==> config.mk <==
export PLATFORM = sky130hd
export DESIGN_NAME = reg_file_mp
export DESIGN_NICKNAME = d
export VERILOG_FILES = /design/src/rtl/reg_file_mp.sv
export SDC_FILE = /design/constraint.sdc
export NUM_CORES = 2
export LEC_CHECK = 0
export CAP_MARGIN = 40
export CORE_ASPECT_RATIO = 0.5
export CORE_UTILIZATION = 55
export DETAILED_ROUTE_END_ITERATION = 12
export PLACE_DENSITY = 0.72
export SETUP_SLACK_MARGIN = 0.02
export SLEW_MARGIN = 20
export SYNTH_ARGS = -nofsm -noshare
export SYNTH_HDL_FRONTEND = slang
export SYNTH_SLANG_ARGS = --single-unit
==> constraint.sdc <==
create_clock -name clk -period 3.7 [get_ports clk]
set_input_delay 0.37 -clock clk [delete_from_list [all_inputs] [get_ports clk]]
set_output_delay 0.37 -clock clk [all_outputs]
set_load 0.05 [all_outputs]
==> src/rtl/reg_file_mp.sv <==
`default_nettype none
// ============================================================================
// Module      : reg_file_mp
// Description : Parametrised multi-port integer register file (RV32I).
//               Registered reads on NRD ports, one write port, x0 hardwired
//               to zero, sequential clear engine that zeroes x1..x(NREG-1)
//               after reset and on an i_clr pulse.
//               Optional macro REGFILE_BYPASS_EN enables same-edge
//               write-to-read forwarding.
// Revision    : 1.0 - initial release
// ============================================================================
module reg_file_mp #(
    parameter int XLEN = 32,
    parameter int NREG = 32,
    parameter int NRD  = 2,
    parameter int AW   = $clog2(NREG)
) (
    input  logic                clk,
    input  logic                rst,
    input  logic [NRD*AW-1:0]   i_rd_addr,
    output logic [NRD*XLEN-1:0] o_rd_dat,
    input  logic                i_wr_en,
    input  logic [AW-1:0]       i_wr_addr,
    input  logic [XLEN-1:0]     i_wr_dat,
    input  logic                i_clr,
    output logic                o_busy
);

    localparam logic [0:0]    S_IDLE  = 1'b0;
    localparam logic [0:0]    S_CLEAR = 1'b1;
    localparam logic [AW-1:0] C_FIRST = AW'(1);
    localparam logic [AW-1:0] C_LAST  = AW'(NREG - 1);

    logic [0:0]          r_state;
    logic [AW-1:0]       r_cnt;
    logic                w_busy;
    logic                w_wr_acc;
    logic [XLEN-1:0]     w_regs   [0:NREG-1];
    logic [XLEN-1:0]     w_rd_val [0:NRD-1];
    logic [NRD*XLEN-1:0] r_rd_dat;

    assign w_busy   = (r_state == S_CLEAR);
    assign o_busy   = w_busy;
    // A clear request or an active clear always wins over a write; x0 is never written.
    assign w_wr_acc = i_wr_en && !w_busy && !i_clr && (i_wr_addr != '0);

    // Clear engine: walks cnt from 1 to NREG-1, restarting on reset or i_clr.
    always_ff @(posedge clk or posedge rst) begin
        if (rst) begin
            r_state <= S_CLEAR;
            r_cnt   <= C_FIRST;
        end else if (r_state == S_IDLE) begin
            if (i_clr) begin
                r_state <= S_CLEAR;
                r_cnt   <= C_FIRST;
            end
        end else begin
            if (i_clr) begin
                r_cnt <= C_FIRST;
            end else if (r_cnt == C_LAST) begin
                r_state <= S_IDLE;
            end else begin
                r_cnt <= r_cnt + AW'(1);
            end
        end
    end

    assign w_regs[0] = '0;

    generate
        for (genvar k = 1; k < NREG; k++) begin : g_reg
            localparam logic [AW-1:0] C_IDX = AW'(k);
            logic [XLEN-1:0] r_q;

            // Storage flop: the clear engine has priority over the write port.
            always_ff @(posedge clk) begin
                if (w_busy && (r_cnt == C_IDX)) begin
                    r_q <= '0;
                end else if (w_wr_acc && (i_wr_addr == C_IDX)) begin
                    r_q <= i_wr_dat;
                end
            end

            assign w_regs[k] = r_q;
        end
    endgenerate

    // Per-port read mux, optionally forwarding the write accepted this edge.
    always_comb begin
        for (int p = 0; p < NRD; p++) begin
            w_rd_val[p] = w_regs[i_rd_addr[p*AW +: AW]];
`ifdef REGFILE_BYPASS_EN
            if (w_wr_acc && (i_wr_addr == i_rd_addr[p*AW +: AW])) begin
                w_rd_val[p] = i_wr_dat;
            end
`endif
        end
    end

    // Registered read ports, cleared asynchronously by reset.
    always_ff @(posedge clk or posedge rst) begin
        if (rst) begin
            r_rd_dat <= '0;
        end else begin
            for (int p = 0; p < NRD; p++) begin
                r_rd_dat[p*XLEN +: XLEN] <= w_rd_val[p];
            end
        end
    end

    assign o_rd_dat = r_rd_dat;

endmodule
`default_nettype wire

==> summary.md <==
| Metric | Value |
|---|---|
| Status | completed |
| Post-DP HPWL | around 130000 um |
| Later-pin clock latency in the skew report | around 730 ps |
| Mean post-synth cell area | slightly below 8 um2 |
| Buf/Inv on CP | 1 |
| Top layer in use | met5 |
| Post-synthesis sequential area ratio | approximately 40% |
| Layout Skew | 26.8 ps |
| H-tree levels | 3 |
| Worst r2r path cells | 6 |
| PwrDens | approximately 430 nW/um2 |
| Initial antenna violation count | 9 |
| Setup bufs post-CTS | 0 |
| Static leakage | around 22 nW |
| Clock buffer depth | 3 |
| Max-slew headroom | a little over a third |
| WP data arrival | about 2300 ps |
| CP Launch Type | flop |
| Share of cells above drive strength 1 | 9.36% |
| RSZ-0062 raised after global routing | false |
| Slowest Stage Delay on Critical Path | around 850 ps |
| Synthesis Warnings | 0 |
| Synthesized Nets | ~6800 |
| Number of global-route vias before repair | between 40000 and 50000 |
| Fin crit share | a little over two thirds |
| First-pass GRT wire length | about 320000 um |
| Die height | around 220 um |
| Crit path kind | flop to primary output |
| # DRC | 0 |
| Largest net degree at the start of global routing | between 80 and 90 |
| Slowest-stage cell, CP | clkdlybuf4s50_1 |
| Gate Count Post-Synth | between 6000 and 7000 |
| Global-route usage over all layers | approximately 43% |
| Synth top area share | between 30 and 40% |
| Reg-to-reg slack, setup | approximately 1200 ps |
| Die W | 443 um |
| Worst hold path class | input port to async pin |
| Area of the die | slightly below 100000 um2 |
| Filler cells | 8118 |
| Delay-heaviest family, CP | buffers and inverters |
| WL met1 | 83000 um |
| Post-DRT Antenna Nets | 0 |
| Drt total wl | 218000 um |
| Setup violations, final | 0 |
| CTS Sinks | roughly 1100 |
| Crit path max fanout | 14 |
| Area growth from synthesis to layout | 10.6% |
| Met3 Wirelength | approximately 38000 um |
| Overflow after GRT | 0 |
| Count of pins over their slew limit | 0 |
| Ys flop type | dfxtp_1 |
| Min Tclk post-route | 2620 ps |
| CP Data Required Time | 3330 ps |
| CTS root buf | clkbuf_16 |
| Max Cap Viol | 0 |
| Post-synthesis cell type count | 38 |
| CP cell instances | clkdlybuf4s50_1 |
| DR iter-0 viols | 7615 |
| Initial Util | a little under three fifths |
| Worst-margin pin slew | between 900 and 1000 ps |
| FP Rows | 80 |
| Mapped Area | 53500 um2 |
| Final Hold Vio Count | 0 |
| Cts repair resizes | 0 |
| Core area | 95800 um2 |
| Port Buf Inserts | roughly 120 |
| Number of vias per cell | ~6.6 |
| Register clock-pin slew on the reported worst setup and hold paths | about 70 ps |
| TNS Setup | 0 ps |
| WL/cell | ~28 um |
| Pre-CTS setup slack | 700 ps |
| GP Congestion | slightly above 1 |
| Final WS setup | around 1100 ps |
| Register bit count reported by yosys | 1062 |
| Cell taking the most area after synthesis | dfxtp_1 |
| Io pins | 116 |
| Final #Nets | between 6000 and 7000 |
| Critical Path End Type | primary output |
| IR drop worst, VDD | 0.336 mV |
| Launching point of the worst reg2reg path | o_busy$_DFF_PP1_ |
| Hold_buf cts | 0 |
| Async SR Flop Fraction | between 6 and 7% |
| Metal2 WL | 87600 um |
| Pre-antenna DRT Iters | 8 |
| CTS Buf Count | 96 |
| Top post-synthesis cells by area | dfxtp_1, nand2_1, mux2i_1, a21oi_1, a22oi_1 |
| Number of synthesized flops with an enable pin | 0 |
| FF-to-FF End | g_reg[4].r_q[23]$_SDFFE_PP0P_ |
| DR vias | 52323 |
| CTS tree | done |
| Max Fclk | ~0.38 GHz |
cell families (layout without fill, tap and decap cells):
group,after synthesis,in the layout,share of synthesized area (%)
DFF,1062,1062,40.4
muxes,896,896,18.4
AOI/OAI and AO/OA,1506,1506,16.0
adders and majority gates,6,6,0.140
xor gates and xnor gates,3,3,0.0491
and+or+nand+nor,2601,2601,19.5
other,0,1,0
buffers and inverters,658,538,5.43
per-layer routing:
layer,GRT usage (%),vias to the layer above
li1,-,22648
met1,56.5,24988
met2,60.0,3878
met3,18.9,799
met4,17.5,10
met5,0,-
metrics by stage:
stage          cells  power [W]  utilization (%)  hold slack [ps]  cell area [um2]
2_1_floorplan   6732     0.0135                -              442            53500
3_3_place_gp    7701     0.0146             58.1              449            55700
3_5_place_dp    7705     0.0146             58.2              459            55700
4_1_cts         7880     0.0253             61.7             55.7            59100
5_1_grt         7883     0.0260             61.7              113            59100
6_report        7884     0.0255             61.7             56.1            59100
registers in the layout, summed over array words and instances (netlist names):
signal and count:
g.r_q 992, o_rd_dat 64, r_cnt 5, o_busy 1
synth_stat cells (all sizes together) (14+ instances only):
cell type,n
a21oi,1121
a221oi,64
a22oi,256
a31oi,64
and2,14
buf,166
clkbuf,488
dfrtp,68
dfxtp,992
mux2,64
mux2i,768
mux4,64
nand2,2154
nand3,199
nor2,55
nor2b,78
nor3,75
layout make-up:
type | count | area (um2) | area share, %
diodes | 1 | 2.50 | 0.00423
clock buffers | 137 | 2840 | 4.81
clock inverters | 38 | 531 | 0.897
inverters | 4 | 16.3 | 0.0275
multi-input cells | 5012 | 29200 | 49.3
flip-flops and latches | 1062 | 21600 | 36.5
well taps | 1271 | 1590 | 2.69
repair buffers | 359 | 3390 | 5.73
worst max path at each step:
stage	start	end	slack (ps)	cells past startpoint
after global placement	i_rd_addr[0]	o_rd_dat[4]$_DFF_PP0_	690	7
after floorplan	rst	o_rd_dat[0]$_DFF_PP0_	1570	1
after CTS	o_busy$_DFF_PP1_	o_busy	1080	1
final	o_busy$_DFF_PP1_	o_busy	1080	1
after global routing	o_busy$_DFF_PP1_	o_busy	1020	1
after detailed placement	i_rd_addr[0]	o_rd_dat[4]$_DFF_PP0_	700	7
placed cells by master (no fill, tap or decap), types with 7 or more instances in the layout:
master / count
dfxtp_1: 992
nor2_2: 35
nor2b_1: 70
nand2b_1: 9
bufinv_16: 12
mux4_2: 64
clkbuf_16: 101
buf_12: 30
a22oi_1: 256
a221oi_1: 64
mux2_2: 64
and3_1: 7
a21oi_1: 1104
nand3_1: 199
a21oi_2: 17
and2_1: 11
nor2_1: 15
dfrtp_1: 68
nor3_2: 8
nand2_1: 2154
a31oi_1: 64
buf_4: 210
nor3_1: 67
clkbuf_8: 18
clkinv_2: 15
clkbuf_1: 18
mux2i_1: 768
clkdlybuf4s50_1: 109
power by group:
group,total (W),internal (W),switching [W],leakage (nW)
registers,0.0117,0.0116,0.000122,8.89
clock network,0.0110,0.00619,0.00477,1.65
logic,0.00281,0.000853,0.00196,11.8
(Power assumes the default switching activity.)
